[config.mk]
export PLATFORM = sky130hd
export DESIGN_NAME = simon_ti3_serial_core_flat
export DESIGN_NICKNAME = d
export VERILOG_FILES = /design/src/rtl/simon_ti3_serial_core_if.sv /design/src/rtl/simon_ti3_serial_core.sv /design/src/flat_wrapper.sv
export SDC_FILE = /design/constraint.sdc
export NUM_CORES = 1
export LEC_CHECK = 0
export ABC_AREA = 0
export CORE_MARGIN = 2
export CORE_UTILIZATION = 36
export CTS_BUF_LIST = sky130_fd_sc_hd__clkbuf_2 sky130_fd_sc_hd__clkbuf_4 sky130_fd_sc_hd__clkbuf_8
export CTS_CLUSTER_SIZE = 24
export DETAILED_ROUTE_END_ITERATION = 10
export SYNTH_ARGS = -nofsm -noshare
export SYNTH_HDL_FRONTEND = slang
export SYNTH_SLANG_ARGS = --single-unit
[constraint.sdc]
create_clock -name clk -period 5.5 [get_ports clk]
set_clock_uncertainty 0.15 [all_clocks]
set_input_delay 1.1 -clock clk [delete_from_list [all_inputs] [get_ports clk]]
set_output_delay 1.1 -clock clk [all_outputs]
set_load 0.05 [all_outputs]
[src/rtl/simon_ti3_serial_core_if.sv]
// simon_ti3_serial_core_if: share streams and status between the TI Simon core and its neighbours
// start; din_{a,b,c}/din_valid/din_ready; key_{a,b,c}/key_valid/key_ready; ct_{a,b,c}/ct_valid/ct_ready; busy, done, round_idx
interface simon_ti3_serial_core_if #(
  parameter int RW = 7
);
  logic          start;
  logic          din_a, din_b, din_c, din_valid, din_ready;
  logic          key_a, key_b, key_c, key_valid, key_ready;
  logic          ct_a, ct_b, ct_c, ct_valid, ct_ready;
  logic          busy, done;
  logic [RW-1:0] round_idx;
  modport master (
    output start, din_a, din_b, din_c, din_valid, key_a, key_b, key_c, key_valid, ct_ready,
    input  din_ready, key_ready, ct_a, ct_b, ct_c, ct_valid, busy, done, round_idx
  );
  modport slave (
    input  start, din_a, din_b, din_c, din_valid, key_a, key_b, key_c, key_valid, ct_ready,
    output din_ready, key_ready, ct_a, ct_b, ct_c, ct_valid, busy, done, round_idx
  );
endinterface

[src/rtl/simon_ti3_serial_core.sv]
// simon_ti3_serial_core: 3-share threshold-implementation bit-serial Simon core with load/run/unload control
// clk; rst_n (synchronous, active-low); bus (slave): plaintext shares in, round-key shares in,
// ciphertext shares out, each 1 bit/cycle with valid/ready; busy, done, round_idx status
module simon_ti3_serial_core #(
  parameter int N      = 64,
  parameter int ROUNDS = 68,
  parameter int RW     = $clog2(ROUNDS)
) (
  input  logic                   clk,
  input  logic                   rst_n,
  simon_ti3_serial_core_if.slave bus
);
  localparam int CW = $clog2(N);
  typedef enum logic [1:0] {IDLE, LOAD, RUN, UNLOAD} state_t;
  state_t            state_q, state_d;
  logic [CW-1:0]     cnt_q, cnt_d;
  logic              hi_q, hi_d;
  logic [RW-1:0]     rnd_q, rnd_d;
  logic [2:0][N-1:0] x_q, x_d, y_q, y_d;
  logic [2:0]        din, key, nb;
  logic              ld, st, ul, wrap, last_rnd;
  assign din      = {bus.din_c, bus.din_b, bus.din_a};
  assign key      = {bus.key_c, bus.key_b, bus.key_a};
  assign ld       = (state_q == LOAD) && bus.din_valid;
  assign st       = (state_q == RUN) && bus.key_valid;
  assign ul       = (state_q == UNLOAD) && bus.ct_ready;
  assign wrap     = cnt_q == CW'(N - 1);
  assign last_rnd = rnd_q == RW'(ROUNDS - 1);
  // x rotates right once per step, so taps N-1, N-2, N-8 always hold pre-round x[i-1], x[i-2], x[i-8];
  // share s only sees shares s+1 and s+2, keeping the sharing non-complete
  for (genvar s = 0; s < 3; s++) begin : g_ti
    localparam int P = (s + 1) % 3;
    localparam int Q = (s + 2) % 3;
    assign nb[s] = y_q[P][0] ^ key[P] ^ x_q[P][N-2]
                 ^ (x_q[P][N-1] & x_q[P][N-8])
                 ^ (x_q[P][N-1] & x_q[Q][N-8])
                 ^ (x_q[Q][N-1] & x_q[P][N-8]);
  end
  // new-x bits stream into y (whose bits are consumed in the same order); at round end the two swap
  always_comb begin
    state_d = state_q;
    cnt_d   = (ld || st || ul) ? (wrap ? '0 : cnt_q + 1'b1) : cnt_q;
    hi_d    = ((ld || ul) && wrap) ? !hi_q : hi_q;
    rnd_d   = rnd_q;
    x_d     = x_q;
    y_d     = y_q;
    case (state_q)
      IDLE: state_d = bus.start ? LOAD : IDLE;
      LOAD, UNLOAD: if (ld || ul) begin
        for (int s = 0; s < 3; s++) {x_d[s], y_d[s]} = {ld & din[s], x_q[s], y_q[s][N-1:1]};
        if (wrap && hi_q) state_d = ld ? RUN : IDLE;
      end
      RUN: if (st) begin
        for (int s = 0; s < 3; s++) begin
          x_d[s] = wrap ? {nb[s], y_q[s][N-1:1]} : {x_q[s][0], x_q[s][N-1:1]};
          y_d[s] = wrap ? {x_q[s][0], x_q[s][N-1:1]} : {nb[s], y_q[s][N-1:1]};
        end
        if (wrap) begin
          rnd_d   = last_rnd ? '0 : rnd_q + 1'b1;
          state_d = last_rnd ? UNLOAD : RUN;
        end
      end
      default: state_d = IDLE;
    endcase
  end
  always_ff @(posedge clk) begin
    if (!rst_n) begin
      state_q <= IDLE;
      cnt_q   <= '0;
      hi_q    <= 1'b0;
      rnd_q   <= '0;
      x_q     <= '0;
      y_q     <= '0;
    end else begin
      state_q <= state_d;
      cnt_q   <= cnt_d;
      hi_q    <= hi_d;
      rnd_q   <= rnd_d;
      x_q     <= x_d;
      y_q     <= y_d;
    end
  end
  assign bus.din_ready = state_q == LOAD;
  assign bus.key_ready = state_q == RUN;
  assign bus.ct_valid  = state_q == UNLOAD;
  assign bus.busy      = state_q != IDLE;
  assign bus.done      = ul && wrap && hi_q;
  assign bus.round_idx = rnd_q;
  assign bus.ct_a      = bus.ct_valid & y_q[0][0];
  assign bus.ct_b      = bus.ct_valid & y_q[1][0];
  assign bus.ct_c      = bus.ct_valid & y_q[2][0];
endmodule

[src/flat_wrapper.sv]
// flat-port wrapper written by rule: the top's interface ports become plain ports
module simon_ti3_serial_core_flat 
#(
  parameter int N      = 64,
  parameter int ROUNDS = 68,
  parameter int RW     = $clog2(ROUNDS)
)
  (clk, rst_n, bus_start, bus_din_a, bus_din_b, bus_din_c, bus_din_valid, bus_key_a, bus_key_b, bus_key_c, bus_key_valid, bus_ct_ready, bus_din_ready, bus_key_ready, bus_ct_a, bus_ct_b, bus_ct_c, bus_ct_valid, bus_busy, bus_done, bus_round_idx);
  simon_ti3_serial_core_if #(.RW(RW)) bus_i ();
  input  logic clk;
  input  logic rst_n;
  input wire logic [$bits(bus_i.start)-1:0] bus_start;
  input wire logic [$bits(bus_i.din_a)-1:0] bus_din_a;
  input wire logic [$bits(bus_i.din_b)-1:0] bus_din_b;
  input wire logic [$bits(bus_i.din_c)-1:0] bus_din_c;
  input wire logic [$bits(bus_i.din_valid)-1:0] bus_din_valid;
  input wire logic [$bits(bus_i.key_a)-1:0] bus_key_a;
  input wire logic [$bits(bus_i.key_b)-1:0] bus_key_b;
  input wire logic [$bits(bus_i.key_c)-1:0] bus_key_c;
  input wire logic [$bits(bus_i.key_valid)-1:0] bus_key_valid;
  input wire logic [$bits(bus_i.ct_ready)-1:0] bus_ct_ready;
  output wire logic [$bits(bus_i.din_ready)-1:0] bus_din_ready;
  output wire logic [$bits(bus_i.key_ready)-1:0] bus_key_ready;
  output wire logic [$bits(bus_i.ct_a)-1:0] bus_ct_a;
  output wire logic [$bits(bus_i.ct_b)-1:0] bus_ct_b;
  output wire logic [$bits(bus_i.ct_c)-1:0] bus_ct_c;
  output wire logic [$bits(bus_i.ct_valid)-1:0] bus_ct_valid;
  output wire logic [$bits(bus_i.busy)-1:0] bus_busy;
  output wire logic [$bits(bus_i.done)-1:0] bus_done;
  output wire logic [$bits(bus_i.round_idx)-1:0] bus_round_idx;
  assign bus_i.start = bus_start;
  assign bus_i.din_a = bus_din_a;
  assign bus_i.din_b = bus_din_b;
  assign bus_i.din_c = bus_din_c;
  assign bus_i.din_valid = bus_din_valid;
  assign bus_i.key_a = bus_key_a;
  assign bus_i.key_b = bus_key_b;
  assign bus_i.key_c = bus_key_c;
  assign bus_i.key_valid = bus_key_valid;
  assign bus_i.ct_ready = bus_ct_ready;
  assign bus_din_ready = bus_i.din_ready;
  assign bus_key_ready = bus_i.key_ready;
  assign bus_ct_a = bus_i.ct_a;
  assign bus_ct_b = bus_i.ct_b;
  assign bus_ct_c = bus_i.ct_c;
  assign bus_ct_valid = bus_i.ct_valid;
  assign bus_busy = bus_i.busy;
  assign bus_done = bus_i.done;
  assign bus_round_idx = bus_i.round_idx;
  simon_ti3_serial_core #(.N(N), .ROUNDS(ROUNDS), .RW(RW)) u_core (.clk(clk), .rst_n(rst_n), .bus(bus_i));
endmodule
## Word-level counts from Yosys, hierarchy flattened

Index checks and enable logic that the tools add are counted.
W data, S select, Z words.

| word-level totals | value |
|---|---|
| flip-flop bits (word level) | 400 |
| output and inout bits | 15 |

| cells by class | value |
|---|---|
| $add $sub $neg | 2 |
| equal/unequal tests | 9 |
| mux-type cells | 22 |
| bitwise logic cells | 30 |
| reductions and logical operators | 18 |

Operators with widths:

| cell | number |
|---|---|
| $mux W192 | 4 |
| $pmux W192 S2 | 2 |
| $mux W64 | 6 |
| $and A1 B1 Y1 | 15 |
| $xor A1 B1 Y1 | 15 |
| $mux W2 | 5 |
| $ne A2 B1 Y1 const B | 4 |
| $add A7 B1 Y7 const B | 1 |
| $eq A7 B7 Y1 const B | 1 |
| $logic_and A1 B1 Y1 | 7 |
| $mux W7 | 1 |
| $add A6 B1 Y6 const B | 1 |
| $eq A6 B6 Y1 const B | 1 |
| $mux W6 | 1 |
| $pmux W2 S3 | 1 |
| $reduce_and A3 Y1 | 2 |
| $eq A2 B2 Y1 const B | 2 |
| $reduce_and A4 Y1 | 1 |
| $reduce_bool A2 Y1 | 2 |
| $logic_or A1 B1 Y1 | 3 |
| $eq A2 B1 Y1 const B | 1 |
| $logic_not A2 Y1 | 1 |
| $mux W1 | 2 |
| $reduce_or A2 Y1 | 1 |
| $logic_not A1 Y1 | 1 |

## Depth between registers and ports, before layout

| depth | value |
|---|---|
| depth in word-level cells | 8 |
| gate-level depth with buffers | 9 |
| mapped depth without buffers | 5 |

## Worst setup path after synthesis

OpenSTA, ideal clock, no wires.

| timing | value |
|---|---|
| path kind | input to output |
| start point | input port bus_ct_ready |
| end point | output port bus_done |
| arrival time | 2.224 ns |
| setup slack | 2.026 ns |
| stages | 3 |
| path buffers | 0 |
| path through | nand2_1 or3_2 nor2_1 |

| between the ends | value |
|---|---|
| word-level cells in the longest chain between the ends | 3 |

RTL lines:

| what | line | source |
|---|---|---|
| start, declared | flat_wrapper.sv:21 | `input wire logic [$bits(bus_i.ct_ready)-1:0] bus_ct_ready;` |
| $logic_and A1 B1 Y1 | simon_ti3_serial_core.sv:26 | `assign ul = (state_q == UNLOAD) && bus.ct_ready;` |
| $logic_and A1 B1 Y1 (2 in series) | simon_ti3_serial_core.sv:87 | `assign bus.done = ul && wrap && hi_q;` |
| end, declared | flat_wrapper.sv:29 | `output wire logic [$bits(bus_i.done)-1:0] bus_done;` |

No other way between the ends.

## Final worst setup path

Same ends and word-level chain as after synthesis.

==> impl_metrics.json <==
{
  "dr.pass1.iters": 5,
  "hpwl_um": 19700,
  "dp_slack_ns": 1.15,
  "p_switching_mw": 1.56,
  "setup_slack_ns": 1.15,
  "wl_per_cell_um": 13.2,
  "total_leakage_power_nw": 6.01,
  "ys_ff_latch": 400,
  "placementRows": 80,
  "hold_viol": 0,
  "status": "finished, final reports clean",
  "ys.flop_type": "dfxtp_1",
  "dp.cells": 2713,
  "h-tree-depth": 3,
  "start_util_pct": 36.4,
  "via_count": 15200,
  "post-cts-setup-buffers": 0,
  "fmax_ghz": 0.230,
  "area_delta_synth_final_pct": 8.73,
  "yosysUniqueCellTypes": 50,
  "maxSlewViolCount": 0,
  "syn_inst": 2275,
  "drt-initial-drc-count": 1440,
  "grt_usage_pct": 14.8,
  "required_ns": 4.25,
  "setup_violations": 0,
  "slowest_stage": "clkdlybuf4s50_1",
  "fin_cells": 2830,
  "path_max_fanout": 4,
  "yosysWarningCount": 0,
  "critPathBufInv": 2,
  "grt_pass1_wl_um": 64300,
  "cts_resized": 0,
  "peakVddDrop_uv": 133,
  "numClockSinks": 400,
  "p_clk_share_pct": 43.4,
  "critPathMaxStageDelay_ns": 0.83,
  "final_area_um2": 18800,
  "path_delay_family": "buffers and inverters",
  "power_mw": 6.39,
  "synth_edf_count": 0,
  "numPortBuffers": 26,
  "cpMostUsedCell": "clkdlybuf4s50_1",
  "grt_antenna_before_repair": 1,
  "drt-vias-per-instance": 5.37,
  "timing.final.crit_share_pct": 79.2,
  "clock_latency_ns": 0.60,
  "hold_class": "register to register",
  "numCtsBuffers": 69,
  "io_pins": 27,
  "synth_fp_nets": 2289,
  "synth_top_area_share_pct": 46.3,
  "switching_share_pct": 24.4,
  "grt_overflow": 0,
  "power_frac_seq_pct": 50.2,
  "final_layout_size_suffix_gt1_share_pct": 6.78,
  "yosysSeqAreaShare_pct": 46.3,
  "min_period_ns": 4.35,
  "fin_tns_setup_ns": 0,
  "detail-route-antenna-nets": 0,
  "worst_pin_slew_ns": 1.02,
  "routed_wl_um": 37400,
  "synth.area.top_cells": "dfxtp_1 (46%), nand2_1 (17%), a31oi_1 (14%)",
  "gp_congestion": 0.736,
  "drcViolationCount": 0,
  "finish.utilization_pct": 39.6,
  "cap_violations": 0,
  "slew-limit-headroom_pct": 32.1,
  "clock_path_buffers": 3,
  "cts-root-buf": "clkbuf_8",
  "core_um2": 47500,
  "cts_tree": "yes",
  "p_per_area_nw_per_um2": 340,
  "grt_max_degree": 180,
  "placed_area_um2": 17400,
  "netlist.top_cell.by_area": "dfxtp_1",
  "path_clk_slew_ns": 0.06,
  "path_cells": "clkdlybuf4s50_1, nand2_1, or3_2, nor2_1, clkdlybuf4s50_1",
  "rsz0062_at_grt": "no",
  "internal_power_mw": 4.83,
  "grt_pass1_vias": 13800,
  "cp-start-kind": "input pin",
  "holdBufCountCts": 0,
  "cp.arrival_ns": 3.10,
  "whs_ns": 0.323,
  "die_h_um": 223,
  "p_comb_share_pct": 6.3,
  "fillers": 4803,
  "final_nets": 2183,
  "crit_type": "input pin to output port",
  "synth_area_um2": 17300,
  "synthArstFlopShare_pct": 0,
  "die_width_um": 223,
  "syn_area_per_cell_um2": 7.60,
  "die_area_um2": 49800,
  "crit_path_end_kind": "output port"
}
cells by family (layout without fill, tap and decap cells):
kind of cell,Yosys count,count (layout),share of synthesized area [%]
compound gates,806,806,26.6
fa+ha+maj,2,2,0.145
xor+xnor,15,15,0.760
simple gates,821,821,18.7
mux,6,6,0.405
other cells,0,1,0
buf+inv,225,164,7.17
flops,400,400,46.3
cells in the mapped netlist (2+ instances only):
cell,instances
nand2_1,768
dfxtp_1,400
a31oi_1,378
o21ai_0,273
o21ai_1,117
clkbuf_1,82
buf_2,80
buf_4,34
buf_6,21
a21oi_1,13
nor2_1,10
xnor2_1,10
a211oi_1,7
nand3_1,7
inv_1,6
nor2b_1,5
xor2_1,5
and3_1,4
mux2_2,4
nand4_1,4
a221oi_1,3
a2bb2oi_1,3
a41oi_1,3
nor4bb_1,3
or3_1,3
a211oi_2,2
ha_1,2
nand3b_1,2
nor3_1,2
nor4_1,2
o22ai_1,2
or3_2,2
worst min-delay path, delay by kind of cell, from the launching register on:
kind,cells,cell delay [ns]
AO/OA/AOI/OAI,1,0.07
flip-flops,1,0.32
AND/OR/NAND/NOR,1,0.06
power by group through the flow:
stage / clock network, mW / registers (mW) / logic (mW)
2_1_floorplan: 0 / 3.23 / 0.350
3_3_place_gp: 0 / 3.26 / 0.389
3_5_place_dp: 0 / 3.27 / 0.406
4_1_cts: 2.87 / 3.21 / 0.408
5_1_grt: 3.00 / 3.23 / 0.473
6_report: 2.78 / 3.21 / 0.405
layout by cell type (no fill, tap or decap), types with 2 or more instances in the layout:
cell               n
a211oi_1           7
a211oi_2           2
a21oi_1           13
a221oi_1           3
a2bb2oi_1          3
a31oi_1          378
a41oi_1            3
and3_1             3
buf_12            10
buf_4              6
clkbuf_4          19
clkbuf_8          91
clkdlybuf4s50_1   25
clkinv_2           6
dfxtp_1          400
ha_1               2
inv_1              6
mux2_2             4
nand2_1          768
nand3_1            7
nand3b_1           2
nand4_1            4
nor2_1            10
nor2b_1            5
nor3_1             2
nor4_1             2
nor4bb_1           3
o21ai_0          273
o21ai_1          117
o22ai_1            2
or3_1              3
or3_2              2
xnor2_1           10
xor2_1             5
registers in the layout (all words and copies together) (netlist names), named ones only:
signal                cells
u_core.x_q              192
u_core.y_q              192
u_core.bus.round_idx      7
u_core.cnt_q              6
u_core.hi_q               1
u_core.state_q            1
path summary, 6_finish.rpt:
kind | from | endpoint | slack [ns] | cells after the start
worst min register to register | u_core.y_q[130]$_SDFFE_PN0P_ | u_core.x_q[129]$_SDFFE_PN0P_ | 0.32 | 2
worst min-delay path | u_core.y_q[130]$_SDFFE_PN0P_ | u_core.x_q[129]$_SDFFE_PN0P_ | 0.32 | 2
worst max-delay path | bus_ct_ready | bus_done | 1.15 | 5
worst max register to register | register | u_core.x_q[176]$_SDFFE_PN0P_ | 2.30 | 5
routing by layer:
| metal | up-vias | wire length, µm | GRT usage, % |
|---|---|---|---|
| li1 | 7776 | - | - |
| met5 | - | 0 | 0 |
| met4 | 0 | 603 | 5.17 |
| met2 | 225 | 16700 | 24.0 |
| met1 | 7164 | 18600 | 19.6 |
| met3 | 45 | 1450 | 2.88 |
final cells by class:
class	instances	area (µm²)	share of cell area (%)
antenna	1	2.50	0.0133
clock buffer	110	1400	7.42
clock inverter	6	30.0	0.160
inverter	6	22.5	0.120
multi-input combinational	1650	8070	42.9
sequential	400	8010	42.6
tap	615	769	4.09
timing repair buffer	42	510	2.71
No activity file was read; power rests on OpenSTA's default activity.
==> edit 1: new RTL, same settings <==
`x_q` no longer has a reset.
--- a/src/rtl/simon_ti3_serial_core.sv
+++ b/src/rtl/simon_ti3_serial_core.sv
@@ -71,3 +71,2 @@
       rnd_q   <= '0;
-      x_q     <= '0;
       y_q     <= '0;
@@ -78,5 +77,8 @@
       rnd_q   <= rnd_d;
-      x_q     <= x_d;
       y_q     <= y_d;
     end
+  end
+
+  always_ff @(posedge clk) begin
+    x_q <= x_d;
   end
Function: no difference found for any inputs over 4 cycles, from zero or initial values and one cycle with rst_n low; that may be too few to reach the edited logic, so the function may still have changed.
==> edit 1 against the original RTL <==
Worst setup slack better by 0.31 ns; area after synthesis down 1.0%; sequential cell count unchanged; wire length down 10%; cell area up 1.1%; power down 1.1%; die area down 1.0%; combinational power down 29%; via count down 14%; critical path type is now register to output pin; critical endpoint unchanged; largest cell class is now flip-flops and latches; largest power group unchanged.
==> edit 1: results (changes against the original RTL) <==
| Metric | Value |
|---|---|
| LEAKAGE | 6.908 nW (+15%) |
| EDFF count, synth | 192 (+192) |
| Largest net degree at the start of global routing | 208 (+16%) |
| Share of cells above drive strength 1 | 7.439% (+0.66 points) |
| CTS resizes | 0 (unchanged) |
| Commonest cells post-synth | 952 x nand2_1, 208 x dfxtp_1, 197 x o21ai_0, 192 x edfxtp_1, 191 x a31oi_1 |
| ANT cells | 0 (-1) |
| Port Buffer Count | 26 (unchanged) |
| Initial antenna violation count | 0 (-1) |
| Fraction of registers with async set/reset | 0% (unchanged) |
| Via count of the first global-routing pass | 12159 (-12%) |
| Top post-synthesis cells by area | edfxtp_1 34%, dfxtp_1 24%, nand2_1 21% |
| Slew @ Worst Pin | 1.109 ns (+0.08996 ns) |
| Hold crit path type | register to register |
| Crit-path max FO | 5 (+1) |
| Worst-path clk slew | 0.06 ns (about the same) |
| First-pass GRT wire length | 57750 um (-10%) |
| Clock root cell | clkbuf_8 |
| Max rail drop VDD | 157.7 uV (+18%) |
| CTS H-tree lvls | 3 (unchanged) |
| GPL Wtd Cong | 0.7364 (about the same) |
| Post-DP HPWL | 17160 um (-13%) |
| Status | complete, no violations |
| Num CTS Buffers | 67 (-2.9%) |
| Overall global routing resource usage | 13.49% (-1.3 points) |
| Register area share after synthesis | 58.02% (+12 points) |
| Vias per cell | 5.020 (-6.6%) |
| Post-CTS Setup Inserts | 0 (unchanged) |
| Wire length per cell | 12.86 um (-2.5%) |
| DR pass1 iterations | 5 (unchanged) |
| Synth Flop Type | dfxtp_1 |
| Nets | 1965 (-10%) |
| Longest Clk Path Bufs | 3 (unchanged) |
| Ys Warns | 0 (unchanged) |
| Netlist cell types | 46 (-8.0%) |
| Clk Latency, worst-skew pair | 0.57 ns (-0.03 ns) |
| Worst Path Arrival | 2.80 ns (-0.30 ns) |
| Drt first-iter violations | 1165 (-19%) |
edit 1: power by group:
part           switching [mW]  total [mW]  internal (mW)
Clock                    1.15        2.69           1.54
Combinational           0.181       0.286          0.105
Sequential             0.0895        3.34           3.25
Total                    1.42        6.32           4.90
edit 1: final timing paths:
| path | slack, ns | start | cells after the start | to |
|---|---|---|---|---|
| min reg2reg | 0.33 | u_core.y_q[53] | 2 | u_core.y_q[52] |
| max | 1.45 | u_core.cnt_q[0] | 5 | bus_done |
| max reg2reg | 2.42 | u_core.cnt_q[0] | 7 | u_core.y_q[156] |
| min | 0.33 | u_core.y_q[53] | 2 | u_core.y_q[52] |
edit 1: cell families (layout without fill, tap and decap cells):
family / Yosys count / count (layout) / share of synthesized area (%)
simple gates: 1006 / 1006 / 22.88
compound gates: 404 / 404 / 13.49
flops: 400 / 400 / 58.02
buf+inv: 155 / 166 / 4.116
xor+xnor: 19 / 19 / 0.9723
mux: 6 / 6 / 0.3801
fa+ha+maj: 2 / 2 / 0.1462
edit 1: final cells by class:
type / count / area, um2
Clock buffer: 117 / 1360
Clock inverter: 4 / 22.52
Fill cell: 4527 / 27740
Inverter: 4 / 22.52
Multi-Input combinational cell: 1437 / 6489
Sequential cell: 400 / 9930
Tap cell: 607 / 759.5
Timing Repair Buffer: 41 / 432.9
edit 1: metrics by stage:
stage / hold WS [ns] / util, % / instance area [um2] / worst slack [ns] / cells
after floorplan: 0.3035 / - / 17120 / 0.8396 / 1992
after global routing: 0.3521 / 40.67 / 19020 / 1.277 / 2610
after detailed placement: 0.3235 / 37.72 / 17630 / 1.502 / 2489
after global placement: 0.3205 / 37.72 / 17630 / 1.528 / 2489
final: 0.3267 / 40.67 / 19020 / 1.452 / 2610
after CTS: 0.3233 / 40.67 / 19020 / 1.384 / 2610
edit 1: worst max-delay path, stage by stage (launching register included):
cell and delay, ns:
dfxtp_1 0.37, ha_1 0.21, nand4_1 0.19, nor2_1 0.41
and4_1 0.26, clkdlybuf4s50_1 0.80
edit 1: routing by layer:
metal  track usage, %  share of wire, %  up-vias
li1                 -                 -     6680
met1            18.50                49     6170
met2            21.50                45      199
met3            2.637               3.9       54
met4            4.163               1.8        0
met5                0                 0        -
==> edit 2: new RTL, same settings <==
Without the edit above. `N` is set to 64 in 2 places; all go to 32.
--- a/src/rtl/simon_ti3_serial_core.sv
+++ b/src/rtl/simon_ti3_serial_core.sv
@@ -4,3 +4,3 @@
 module simon_ti3_serial_core #(
-  parameter int N      = 64,
+  parameter int N      = 32,
   parameter int ROUNDS = 68,
--- a/src/flat_wrapper.sv
+++ b/src/flat_wrapper.sv
@@ -3,3 +3,3 @@
 #(
-  parameter int N      = 64,
+  parameter int N      = 32,
   parameter int ROUNDS = 68,
Formal check against the unedited RTL: same outputs for any inputs over 4 cycles, from zero or initial values and one cycle with rst_n low; that may be too few to reach the edited logic, so the function may still have changed.
==> edit 2 against the original RTL <==
Maximum frequency grew 7.5%; synthesized cell count fell by 48%; worst setup slack gained 0.30 ns; cell area decreased by 39%; hold slack lost 0.014 ns; sequential share of layout area down 6.7 points; critical path type is now register to output pin; power decreased by 46%; non-clock buffer count unchanged; sequential cell count is 193 lower; sequential power shrank 48%; area after synthesis decreased by 39%; final cell count down 45%; wire length fell by 45%.
==> edit 2: results (changes against the original RTL) <==
| Metric | Value |
|---|---|
| Hold crit path type | register to register |
| Num CTS Buffers | 37 (-46%) |
| Initial antenna violation count | 0 (-1) |
| Final antenna-violating net count | 0 (unchanged) |
| Post-DP HPWL | 11590 um (-41%) |
| Post-CTS Setup Inserts | 0 (unchanged) |
| Worst-path clk slew | 0.06 ns (about the same) |
| Wire length per cell | 13.33 um (+1.0%) |
| Slew @ Worst Pin | 1.247 ns (+0.2278 ns) |
| Metal3 WL | 626 um (-57%) |
| WHS Path Cells | 2 (unchanged) |
| Fillers | 2860 (-40%) |
| Max rail drop VDD | 102.5 uV (-23%) |
| Longest Clk Path Bufs | 3 (unchanged) |
| WL met1 | 10250 um (-45%) |
| Fraction of registers with async set/reset | 0% (unchanged) |
| CTS resizes | 0 (unchanged) |
| LEAKAGE | 3.381 nW (-44%) |
| Register area share after synthesis | 39.48% (-6.8 points) |
| Reg2reg path depth | 7 (+2) |
| Met2 routed wirelength | 9463 um (-43%) |
| Post-DP Area | 10810 um2 (-38%) |
| First-pass GRT wire length | 36460 um (-43%) |
| DR pass1 iterations | 4 (-1) |
| GPL Wtd Cong | 0.7074 (-3.9%) |
| Top post-synthesis cells by area | dfxtp_1 39%, a311oi_2 27%, nand2_1 14% |
| Clock root cell | clkbuf_8 |
| Largest net degree at the start of global routing | 190 (+5.6%) |
| Highest Signal Layer | met4 |
| Crit-path max FO | 10 (+6) |
| ANT cells | 0 (-1) |
| Clk Latency, worst-skew pair | 0.52 ns (-0.08 ns) |
| CTS H-tree lvls | 2 (-1) |
| Via count of the first global-routing pass | 7832 (-43%) |
| Netlist cell types | 40 (-20%) |
| Via count | 8173 (-46%) |
| Overall global routing resource usage | 13.66% (-1.1 points) |
| Ys Warns | 0 (unchanged) |
| Syn nets | 1200 (-48%) |
| Drt first-iter violations | 622 (-57%) |
| Synth Flop Type | dfxtp_1 |
| Share of cells above drive strength 1 | 22.99% (+16 points) |
| Status | complete, no violations |
| Commonest cells post-synth | 384 x nand2_1, 207 x dfxtp_1, 196 x nor2_1, 186 x a311oi_2, 60 x clkbuf_1 |
| Port Buffer Count | 26 (unchanged) |
| Worst Path Arrival | 2.80 ns (-0.30 ns) |
[edit 2: power by group]
part / total [mW] / switching, mW / internal (mW)
Clock: 1.45 / 0.610 / 0.841
Combinational: 0.363 / 0.212 / 0.151
Sequential: 1.66 / 0.0744 / 1.59
[edit 2: critical path, cell delays in order (launching register included)]
cell and delay (ns):
dfxtp_1 0.36, ha_1 0.17, and3_1 0.16, ha_1 0.44, nand3_1 0.17, nor2_1 0.17, clkdlybuf4s50_1 0.82
[edit 2: area by class of cell]
type | instances | area [um2] | area share [%]
Clock buffer | 56 | 733.2 | 6.343
Clock inverter | 3 | 17.52 | 0.1515
Inverter | 3 | 18.77 | 0.1624
Multi-Input combinational cell | 859 | 5709 | 49.39
Sequential cell | 207 | 4144 | 35.85
Tap cell | 384 | 480.5 | 4.157
Timing Repair Buffer | 42 | 455.4 | 3.940
[edit 2: worst paths after layout]
path	from	slack, ns	end
worst max-delay path	u_core.cnt_q[0]	1.45	bus_done
worst min-delay path	u_core.cnt_q[4]	0.31	u_core.cnt_q[4]
worst max register to register	u_core.cnt_q[0]	2.31	u_core.x_q[51]
worst min register to register	u_core.cnt_q[4]	0.31	u_core.cnt_q[4]
[edit 2: metal layers]
metal | GRT usage (%) | vias to the layer above
met5 | 0 | -
met4 | 4.271 | 0
met3 | 2.023 | 31
met2 | 22.73 | 96
met1 | 18.27 | 3973
li1 | - | 4073
[edit 2: cells by family after synthesis]
| logic type | count (synthesis) | share of synthesized area, % |
|---|---|---|
| adders and majority gates | 3 | 0.3576 |
| buffers and inverters | 119 | 6.354 |
| AOI/OAI and AO/OA | 223 | 28.90 |
| muxes | 3 | 0.3099 |
| and+or+nand+nor | 614 | 22.88 |
| xor gates and xnor gates | 16 | 1.728 |
| DFF | 207 | 39.48 |
[edit 2: through the flow]
stage / util, % / instances / setup WS [ns] / hold WS, ns / total power [mW]
2_1_floorplan: - / 1185 / 2.381 / 0.2862 / 1.996
3_3_place_gp: 37.65 / 1495 / 1.573 / 0.2939 / 2.049
3_5_place_dp: 37.65 / 1495 / 1.557 / 0.3039 / 2.060
4_1_cts: 40.27 / 1554 / 1.394 / 0.3118 / 3.526
5_1_grt: 40.27 / 1554 / 1.208 / 0.3370 / 3.641
6_report: 40.27 / 1554 / 1.451 / 0.3088 / 3.477
